[src/rtl/turnstile_arbiter.sv]
// turnstile_arbiter: shares one turnstile between an entry and an exit requester.
// Grants one direction at a time, confirms each passage with the rotation sensor
// or aborts the grant on timeout, and keeps the room occupancy within a capacity.
module turnstile_arbiter #(
    parameter int TIMEOUT_CYC = 50_000_000,
    parameter int CAP         = 15,
    parameter int CNT_W       = 4
) (
    input  logic             clk_i,
    input  logic             rst_n_i,
    input  logic             req_in_i,
    input  logic             req_out_i,
    input  logic             sensor_i,
    output logic             grant_in_o,
    output logic             grant_out_o,
    output logic             ledg_o,
    output logic             ledr_o,
    output logic [6:0]       hex0_o,
    output logic [CNT_W-1:0] occupancy_o,
    output logic             full_o,
    output logic             abort_o
);

    localparam int TMR_W = (TIMEOUT_CYC > 1) ? $clog2(TIMEOUT_CYC) : 1;

    localparam logic DIR_IN  = 1'b1;
    localparam logic DIR_OUT = 1'b0;

    localparam logic [6:0] HEX_ENTRY = 7'b0110000;
    localparam logic [6:0] HEX_EXIT  = 7'b0000001;
    localparam logic [6:0] HEX_IDLE  = 7'b1111111;

    typedef enum logic [1:0] {
        IDLE     = 2'd0,
        GNT_IN   = 2'd1,
        GNT_OUT  = 2'd2,
        WAIT_CLR = 2'd3
    } state_t;

    state_t             state_q, state_d;
    logic [TMR_W-1:0]   timer_q, timer_d;
    logic [CNT_W-1:0]   occ_q, occ_d;
    logic               last_dir_q, last_dir_d;

    logic [1:0]         reqInSync_q;
    logic [1:0]         reqOutSync_q;
    logic [2:0]         sensSync_q;

    logic               reqInS;
    logic               reqOutS;
    logic               sensRise;
    logic               isFull;
    logic               inOk;
    logic               outOk;
    logic               abortD;

    assign reqInS   = reqInSync_q[1];
    assign reqOutS  = reqOutSync_q[1];
    assign sensRise = sensSync_q[1] & ~sensSync_q[2];
    assign isFull   = (occ_q == CNT_W'(CAP));
    assign inOk     = reqInS & ~isFull;
    assign outOk    = reqOutS & (occ_q != '0);

    // Bring the switch and sensor inputs into the clock domain; the third sensor flop gives edge detection.
    always_ff @(posedge clk_i or negedge rst_n_i) begin
        if (!rst_n_i) begin
            reqInSync_q  <= '0;
            reqOutSync_q <= '0;
            sensSync_q   <= '0;
        end else begin
            reqInSync_q  <= {reqInSync_q[0], req_in_i};
            reqOutSync_q <= {reqOutSync_q[0], req_out_i};
            sensSync_q   <= {sensSync_q[1:0], sensor_i};
        end
    end

    // State, grant timer, occupancy and last-served direction registers.
    always_ff @(posedge clk_i or negedge rst_n_i) begin
        if (!rst_n_i) begin
            state_q    <= IDLE;
            timer_q    <= '0;
            occ_q      <= '0;
            last_dir_q <= DIR_OUT;
        end else begin
            state_q    <= state_d;
            timer_q    <= timer_d;
            occ_q      <= occ_d;
            last_dir_q <= last_dir_d;
        end
    end

    // Arbitration, passage counting and timeout; a passage in the timeout cycle is counted, not aborted.
    always_comb begin
        state_d    = state_q;
        timer_d    = timer_q;
        occ_d      = occ_q;
        last_dir_d = last_dir_q;
        abortD     = 1'b0;
        case (state_q)
            IDLE: begin
                if (inOk && outOk) begin
                    state_d = (last_dir_q == DIR_IN) ? GNT_OUT : GNT_IN;
                    timer_d = '0;
                end else if (inOk) begin
                    state_d = GNT_IN;
                    timer_d = '0;
                end else if (outOk) begin
                    state_d = GNT_OUT;
                    timer_d = '0;
                end
            end
            GNT_IN: begin
                timer_d = timer_q + 1'b1;
                if (sensRise) begin
                    if (!isFull) begin
                        occ_d = occ_q + 1'b1;
                    end
                    last_dir_d = DIR_IN;
                    state_d    = WAIT_CLR;
                end else if (timer_q == TMR_W'(TIMEOUT_CYC - 1)) begin
                    last_dir_d = DIR_IN;
                    abortD     = 1'b1;
                    state_d    = WAIT_CLR;
                end
            end
            GNT_OUT: begin
                timer_d = timer_q + 1'b1;
                if (sensRise) begin
                    if (occ_q != '0) begin
                        occ_d = occ_q - 1'b1;
                    end
                    last_dir_d = DIR_OUT;
                    state_d    = WAIT_CLR;
                end else if (timer_q == TMR_W'(TIMEOUT_CYC - 1)) begin
                    last_dir_d = DIR_OUT;
                    abortD     = 1'b1;
                    state_d    = WAIT_CLR;
                end
            end
            WAIT_CLR: begin
                if (!((last_dir_q == DIR_IN) ? reqInS : reqOutS)) begin
                    state_d = IDLE;
                end
            end
            default: begin
                state_d = IDLE;
            end
        endcase
    end

    // Lamps, display and grants decoded from the state register alone.
    always_comb begin
        grant_in_o  = 1'b0;
        grant_out_o = 1'b0;
        hex0_o      = HEX_IDLE;
        case (state_q)
            GNT_IN: begin
                grant_in_o = 1'b1;
                hex0_o     = HEX_ENTRY;
            end
            GNT_OUT: begin
                grant_out_o = 1'b1;
                hex0_o      = HEX_EXIT;
            end
            default: begin
                hex0_o = HEX_IDLE;
            end
        endcase
        ledg_o = grant_in_o | grant_out_o;
        ledr_o = ~ledg_o;
    end

    assign occupancy_o = occ_q;
    assign full_o      = isFull;
    assign abort_o     = abortD;

endmodule

[config.mk]
export PLATFORM = sky130hd
export DESIGN_NAME = turnstile_arbiter
export DESIGN_NICKNAME = d
export VERILOG_FILES = /design/src/rtl/turnstile_arbiter.sv
export SDC_FILE = /design/constraint.sdc
export NUM_CORES = 1
export LEC_CHECK = 0
export CAP_MARGIN = 0
export CORE_UTILIZATION = 51
export DETAILED_ROUTE_END_ITERATION = 10
export GPL_TIMING_DRIVEN = 0
export PLACE_DENSITY_LB_ADDON = 0.1
export SYNTH_ARGS = -nofsm -noshare
export SYNTH_HDL_FRONTEND = slang
export SYNTH_SLANG_ARGS = --single-unit
[constraint.sdc]
create_clock -name clk_i -period 2.1 [get_ports clk_i]
set_input_delay 0.63 -clock clk_i [delete_from_list [all_inputs] [get_ports clk_i]]
set_output_delay 0.63 -clock clk_i [all_outputs]
set_load 0.02 [all_outputs]
# Yosys cells after proc, flatten, opt, wreduce, memory -nomap -nowiden
# Index checks and enable logic that the tools add are counted.
totals:
  wordCells: 70
  output_inout_bits: 17
  in_bits: 5
  regBits: 40
op_classes:
  bitwise_logic: 7
  add_sub_neg: 3
  muxes: 29
  n_reduce_logical: 10
  n_eq_ne: 14
op_table:
  columns: ["operator", "count"]
  rows:
  - ["$mux W26", 3]
  - ["$pmux W26 S2", 1]
  - ["$add A26 B1 Y26 const B", 1]
  - ["$eq A26 B26 Y1 const B", 1]
  - ["$mux W4", 4]
  - ["$mux W2", 7]
  - ["$pmux W7 S2", 1]
  - ["$mux W1", 10]
  - ["$ne A2 B2 Y1 const B", 5]
  - ["$pmux W4 S2", 1]
  - ["$ne A3 B3 Y1 const B", 2]
  - ["$pmux W2 S3", 1]
  - ["$reduce_and A3 Y1", 2]
  - ["$reduce_and A5 Y1", 1]
  - ["$add A4 B1 Y4 const B", 1]
  - ["$eq A2 B2 Y1 const B", 2]
  - ["$eq A4 B4 Y1 const B", 1]
  - ["$ne A4 B4 Y1 const B", 1]
  - ["$reduce_bool A2 Y1", 2]
  - ["$reduce_bool A4 Y1", 1]
  - ["$sub A4 B1 Y4 const B", 1]
  - ["$and A1 B1 Y1", 3]
  - ["$ne A3 B1 Y1 const B", 1]
  - ["$not A1 Y1", 3]
  - ["other kinds (7)", 7]

# Depth between registers and ports, before layout
# Gate-level depths: netlist of the first run.
logic_depth:
  word_depth: 6
  ltp_mapped: 9
  ltp_nobuf: 8

# Worst setup path after synthesis of the first run
# No wires, ideal clock.
synth_timing:
  kind: "flip-flop to output port"
  from: "reg state_q[0]"
  to: "out hex0_o[1]"
  path_buffers: 3
  required_time_ps: 1470
  path_stages_with_launch: 7
  setup_slack_ps: -498
  t_arrival_ps: 1968
  cell_sequence: "dfrtp_1 > inv_1 > ha_1 > inv_1 > clkbuf_1 > clkbuf_1 > buf_4"
synth_via:
  elab_chain_len: 2
  word_cells_on_any_way: 3
  classes_between: "2 x eq/ne; 1 x mux"
synth_lines:
  columns: ["element", "line_no", "text"]
  rows:
  - ["start, declared", "40", "state_t state_q, state_d;"]
  - ["start signal, assigned", "85", "state_q <= state_d;"]
  - ["$eq A2 B2 Y1 or $eq A2 B1 Y1 (tied branches)", "156", "case (state_q)"]
  - ["$pmux W7 S2 (*)", "156", null]
  - ["end, declared", "18", "output logic [6:0] hex0_o,"]
# Every way passes the cells marked *; elsewhere a longest branch is shown, timed or not.

# Worst setup path in the final report of the first run
layout_timing:
  from: "reg timer_q[0]"
  to: "out abort_o"
layout_via:
  elab_chain_len: 4
layout_lines:
  columns: ["element", "line_no", "text"]
  rows:
  - ["start, declared", "41", "logic [TMR_W-1:0] timer_q, timer_d;"]
  - ["start signal, assigned", "86", "timer_q <= timer_d;"]
  - ["$eq A26 B26 Y1", "120, 134", null]
  - ["$mux W1", "120, 134", null]
  - ["$mux W1", "114", "if (sensRise) begin"]
  - ["$mux W1", null, null]
  - ["end, declared", "21", "output logic abort_o"]
# Every way passes these cells.

==> out/qor.csv, run 1 <==
stage;metric;value;unit
cells_and_area;n_diodes;0;
flow_run;max cap viols;0;
cells_and_area;Total Nets Final;332;
floorplanning;die width;69.7;µm
grt;gr ovfl total;0;
grt;all-layer global routing usage;25.0;%
yosys;number of synthesized register bits;40;
drt;WL final;6190;µm
clocking;Num CTS Buffers;5;
drt;Antenna Nets Post-Route;0;
timing;endpoints failing setup;2;
timing;Final Hold Fails;0;
timing;hold slack;245;ps
floorplanning;Initial Utilization;53.3;%
outcome;violated checks;negative setup slack;
worst_setup_path;Crit. End Element;primary output;
worst_setup_path;worst setup path class;register to primary output;
clocking;Clock Tree Root;clkbuf_8;
cells_and_area;Area growth syn-to-layout;35.9;%
yosys;Synth Instances;254;
power;cell internal pwr;2460;µW
placed_design;Port Buffer Count;21;
drt;Via Count;2208;
power;Pwr Total;4320;µW
yosys;Yosys cell types;48;
clocking;Max Buffers Root-to-Sink;2;
grt;largest net degree at the start of global routing;28;
timing;clock skew;7.87;ps
clocking;H-tree Lvls;2;
timing;Final period util;117;%
worst_setup_path;reg-to-reg endpoint;state_q[0];
grt;vias in the first global route;2042;
timing;worst setup margin;-365;ps
timing;crit path time final;2470;ps
floorplanning;io pins;22;
power;Power Density;1360;nW/µm²
min_path;worst hold path class;input port to asynchronous set/reset pin;
worst_setup_path;Register-to-Register Path Depth;8;
floorplanning;Die Area;4860;µm²
timing;highest clock rate;0.406;GHz
yosys;register area share after synthesis;42.8;%
drt;Starting DRT DRC Count;225;
placed_design;HPWL Detailed;3690;µm
clocking;CTS tree;done;
power;VDD IR max;0.000834;V
worst_setup_path;CP max FO;3;
floorplanning;Rows;24;
timing;RSZ-0062 raised after global routing;true;
clocking;clock sink count;40;
drt;Via density;5.98;
power;Switching Fraction;43.2;%
timing;Worst slew margin;68.7;%
timing;Worst-Margin Slew;468;ps
yosys;Post-Syn Area;2340;µm²
drt;DR WL/cell;16.8;µm
worst_setup_path;reg2reg setup slack;-100;ps
yosys;Net Count, Synth;269;
floorplanning;Die Y;69.7;µm
worst_setup_path;R2R Path Start;timer_q[0];
timing;Final Max Slew Viols;0;
grt;global-route wire length before repair;9720;µm
power;Seq pwr share;22.8;%
power;sw power;1870;µW
power;Leak Pwr;0.00146;µW
outcome;status;finished with violations;
grt;initial antenna violation count;0;
power;Combinational Power Share;66.0;%
drt;drt first pass iters;4;
yosys;Syn Area/Cell;9.21;µm²
worst_setup_path;CP arrival;1840;ps
yosys;yosys warns;0;
power;clock power share;11.2;%
clocking;CTS Hold Buffers Added;0;
drt;DRC violations left;0;
worst_setup_path;Critical Path Source Type;register;
clocking;CTS clk-pin slew, worst paths;80;ps
cells_and_area;layout cell share with drive strength beyond 1;34.1;%
placed_design;GPL Wtd Cong;0.815;
floorplanning;core area;4380;µm²
worst_setup_path;data required time of the worst path;1470;ps
clocking;Worst-Skew Late Latency;290;ps
stage by stage:
step	setup slack, ps	setup TNS [ps]	instances	area [µm²]	utilization, %
2_1_floorplan	-15.4	-15.4	254	2380	-
3_3_place_gp	-753	-33120	327	2650	60.5
3_5_place_dp	-789	-8500	328	2670	60.8
4_1_cts	-352	-723	353	2990	68.2
5_1_grt	-447	-995	369	3180	72.5
6_report	-365	-461	369	3180	72.5
synthesized netlist by cell type (all sizes together):
master	n	share of area, %
a211oi	1	0.53
nand3	19	4.1
or3	4	1.2
nor4b	2	0.75
a21o	4	1.3
nand2	36	5.8
nand4	11	3.2
mux2i	6	2.6
o21ai	18	3.9
or3b	1	0.48
a211o	4	1.5
a32o	1	0.43
ha	9	4.8
clkbuf	7	1.2
and3	6	1.6
nand2b	2	0.53
nand3b	1	0.32
dfrtp	40	43
and4	1	0.37
nor3	6	1.3
xnor2	2	0.75
a22o	3	1.1
o221ai	2	0.75
o41a	1	0.48
or2	2	0.54
nor2	6	0.96
buf	11	2.9
a21oi	6	1.3
nor4	12	3.5
mux2	2	0.96
or4	6	2.0
inv	11	1.8
o311ai	1	0.37
and2	1	0.27
a31oi	1	0.53
fa	1	0.86
nor4bb	1	0.43
o211ai	4	1.3
xor2	2	0.75
area by class of cell:
| class | instances | area [µm²] |
|---|---|---|
| multi-input combinational | 185 | 1350 |
| fill | 320 | 1210 |
| sequential | 40 | 1010 |
| timing repair buffer | 59 | 487 |
| buffer | 15 | 143 |
| clock buffer | 6 | 72.6 |
| tap | 52 | 65.1 |
| inverter | 11 | 46.3 |
| clock inverter | 1 | 5.00 |
sequential cells by signal, summed over array words and instances, names as in the netlist:
name and flops:
last_dir_q 1, occupancy_o 4, reqInSync_q 2, reqOutSync_q 2, sensSync_q 3, state_q 2
timer_q 26
power groups by stage:
stage | Sequential [µW] | Combinational, µW | Clock [µW]
floorplan | 1020 | 1350 | 0
global placement | 998 | 2110 | 0
detailed placement | 1000 | 2150 | 0
CTS | 980 | 2730 | 491
global route | 998 | 3040 | 528
finish | 985 | 2850 | 486
logic make-up after synthesis:
logic type | count (synthesis) | share of synthesized area, %
adder cells (fa/ha/maj) | 10 | 5.67
multiplexers | 8 | 3.53
AO/OA/AOI/OAI | 46 | 13.4
AND/OR/NAND/NOR | 117 | 27.2
buffers and inverters | 29 | 5.83
XOR/XNOR | 4 | 1.50
flip-flops | 40 | 42.8
worst max-delay path: stages, from the launching register on:
cell and delay, ps:
dfrtp_1 400, ha_4 160, nand3_4 90, or2_4 270, or3b_4 420, nor2_4 90
buf_6 120
routing by layer:
layer	vias up	GRT usage [%]	routed length [µm]
met1	1075	33.7	2720
met4	0	5.33	76
li1	1050	-	-
met3	10	5.23	353
met2	73	41.5	3040
met5	-	0	0
worst max path at each step:
stage / start / to / slack [ps] / cells past startpoint
2_1_floorplan: timer_q[0] / abort_o / -20 / 5
3_3_place_gp: state_q[0] / hex0_o[3] / -750 / 7
3_5_place_dp: state_q[0] / abort_o / -790 / 7
4_1_cts: timer_q[0] / abort_o / -350 / 6
5_1_grt: timer_q[24] / abort_o / -450 / 5
6_report: timer_q[0] / abort_o / -370 / 6
timing repair:
| item | 4_1_cts | 5_1_grt |
|---|---|---|
| endpoints found under the setup margin | 40 | 39 |
| pin swaps | 7 | 13 |
| resized for setup | 69 | 48 |
| buffers inserted | 19 | 18 |
cells in the final DEF, fill, tap and decap left out, types with 7 or more instances in the layout:
cell type,Yosys,layout
buf_4,5,37
buf_6,0,16
clkdlybuf4s50_1,0,7
dfrtp_1,40,32
dfrtp_2,0,8
inv_1,11,7
nand2_1,36,36
nand3_1,19,18
nand4_1,10,10
nor4_1,11,11
o21ai_0,16,16
(Power assumes the default switching activity.)
==> inputs of run 2 (changes only) <==
--- a/config.mk
+++ b/config.mk
@@ -6,7 +6,9 @@
 export NUM_CORES = 1
 export LEC_CHECK = 0
 export CAP_MARGIN = 0
-export CORE_UTILIZATION = 51
+export CELL_PAD_IN_SITES_DETAIL_PLACEMENT = 1
+export CELL_PAD_IN_SITES_GLOBAL_PLACEMENT = 1
+export CORE_UTILIZATION = 40
 export DETAILED_ROUTE_END_ITERATION = 10
 export GPL_TIMING_DRIVEN = 0
 export PLACE_DENSITY_LB_ADDON = 0.1
==> run 2 against run 1 <==
Effect of this change: the flow still finishes with violations (negative setup slack); worst hold slack improved by 10 ps; setup slack got worse by 29 ps; non-clock buffer count decreased by 1; utilization decreased by 15 points; sequential power about the same; clock skew decreased by 1.4 ps; critical endpoint unchanged.
==> out/qor.csv, run 2 (synthesized netlist as in run 1, its figures left out) <==
stage;metric;value;unit;change
worst_setup_path;Crit. End Element;primary output;;
timing;Final Hold Fails;0;;unchanged
cells_and_area;most frequent cells in the layout;nand2_1 (36), buf_4 (34), dfrtp_1 (32), nand3_1 (18);;
placed_design;Port Buffer Count;21;;unchanged
drt;Starting DRT DRC Count;122;;-46%
power;VDD IR max;0.000897;V;+7.5%
grt;all-layer global routing usage;24.8;%;-0.19 points
floorplanning;Die Area;6160;µm²;+27%
outcome;status;finished with violations;;
timing;clock skew;6.47;ps;-1.39 ps
drt;Via Count;2228;;+0.91%
grt;largest net degree at the start of global routing;26;;-7.1%
power;Leak Pwr;0.00147;µW;+0.96%
floorplanning;io pins;22;;unchanged
clocking;Worst-Skew Late Latency;300;ps;about the same
cells_and_area;Area growth syn-to-layout;38.2;%;
cells_and_area;Cell Count, Final, Fillers Out;389;;+5.4%
clocking;Num CTS Buffers;5;;unchanged
placed_design;GPL Wtd Cong;0.772;;-5.3%
drt;DRC violations left;0;;unchanged
cells_and_area;largest reg by FF count;timer_q;;
cells_and_area;commonest non-fill, non-tap cell in the layout;nand2_1;;
worst_setup_path;CP max FO;2;;-1
timing;Final Max Slew Viols;0;;unchanged
grt;gr ovfl total;0;;unchanged
timing;Worst slew margin;64.5;%;-4.1 points
timing;worst setup margin;-394;ps;-29.1 ps
min_path;worst hold path class;input port to asynchronous set/reset pin;;
worst_setup_path;Critical Path Source Type;register;;
flow_run;max cap viols;0;;unchanged
cells_and_area;fillers;624;;+95%
clocking;CTS clk-pin slew, worst paths;80;ps;about the same
grt;initial antenna violation count;0;;unchanged
drt;Via density;5.73;;-4.3%
drt;drt first pass iters;4;;unchanged
clocking;CTS Hold Buffers Added;0;;unchanged
placed_design;HPWL Detailed;4380;µm;+19%
cells_and_area;layout cell share with drive strength beyond 1;33.4;%;-0.63 points
worst_setup_path;worst setup path class;register to primary output;;
drt;Antenna Nets Post-Route;0;;unchanged
placed_design;Placed Instances;348;;+6.1%
floorplanning;die width;78.5;µm;+13%
clocking;H-tree Lvls;2;;unchanged
clocking;Clock Tree Root;clkbuf_8;;
floorplanning;Initial Utilization;42.0;%;-11 points
worst_setup_path;data required time of the worst path;1470;ps;about the same
power;Power Density;1400;nW/µm²;+2.9%
timing;highest clock rate;0.401;GHz;-1.2%
floorplanning;core area;5570;µm²;+27%
cells_and_area;max reg flops;26;;unchanged
cells_and_area;Total Nets Final;331;;-0.30%
floorplanning;Die Y;78.5;µm;+13%
drt;DR WL/cell;18.4;µm;+9.7%
grt;global-route wire length before repair;11600;µm;+20%
outcome;violated checks;negative setup slack;;
clocking;CTS tree;done;;
timing;RSZ-0062 raised after global routing;true;;
timing;crit path time final;2490;ps;+29.1 ps
timing;Final period util;119;%;+1.4 points
cells_and_area;n_diodes;0;;unchanged
worst_setup_path;CP arrival;1860;ps;+20 ps
clocking;Max Buffers Root-to-Sink;2;;unchanged
drt;WL final;7160;µm;+16%
clocking;clock sink count;40;;unchanged
floorplanning;Rows;27;;+13%
timing;endpoints failing setup;7;;+5
power;Pwr Total;4520;µW;+4.6%
grt;vias in the first global route;2298;;+13%
timing;Worst-Margin Slew;532;ps;+63.8 ps
==> run 2: area by class of cell <==
type                    instances  area (µm²)  share of cell area [%]
clock buffers                   5        68.8                    2.13
flip-flops and latches         40        1010                    31.3
plain buffers                  16         171                    5.30
repair buffers                 57         492                    15.2
multi-input cells             185        1340                    41.3
well taps                      72        90.1                    2.79
clock inverters                 3        18.8                   0.581
inverters                      11        43.8                    1.36
==> run 2: final timing paths <==
check | endpoint | slack (ps) | cells past startpoint | from
setup / recovery | abort_o | -390 | 5 | timer_q[16]
hold / removal | occupancy_o[1] | 260 | 1 | rst_n_i
setup reg to reg | timer_q[18] | -130 | 9 | timer_q[0]
hold reg to reg | sensSync_q[1] | 350 | 0 | sensSync_q[0]
max in group asynchronous | timer_q[7] | 1350 | 2 | rst_n_i
min in group clk_i | sensSync_q[1] | 350 | 0 | sensSync_q[0]
==> run 2: report_power, final <==
part           total, µW  switching [µW]  internal, µW
combinational       3010            1560          1450
sequential           985             112           873
clock                528             296           232
==> run 2: repair_timing <==
action | 4_1_cts | 5_1_grt
setup buffers | 19 | 17
setup endpoints to repair | 40 | 35
pin swaps | 8 | 9
resized for setup | 83 | 29
==> run 2: metal layers <==
| layer | wire [µm] | vias up | global-route usage (%) |
|---|---|---|---|
| li1 | - | 1048 | - |
| met1 | 3190 | 1123 | 31.0 |
| met2 | 3600 | 46 | 42.9 |
| met3 | 262 | 11 | 4.30 |
| met4 | 106 | 0 | 8.52 |
| met5 | 0 | - | 0 |
==> run 2: worst max-delay path, stage by stage (launching register included) <==
cell,delay (ps)
dfrtp_2,420
nor4bb_2,300
nand4_1,190
or3b_4,430
nor2_4,100
buf_6,120
==> run 2: stage by stage <==
stage | setup TNS, ps | utilization (%) | hold WS (ps) | area (µm²) | setup slack, ps
final | -890 | 58.0 | 256 | 3230 | -394
after global placement | -37130 | 48.0 | 334 | 2680 | -790
after global routing | -1840 | 58.0 | 272 | 3230 | -432
after floorplan | -15.4 | - | 331 | 2380 | -15.4
after CTS | -1040 | 55.0 | 263 | 3070 | -362
after detailed placement | -9880 | 48.3 | 340 | 2690 | -830
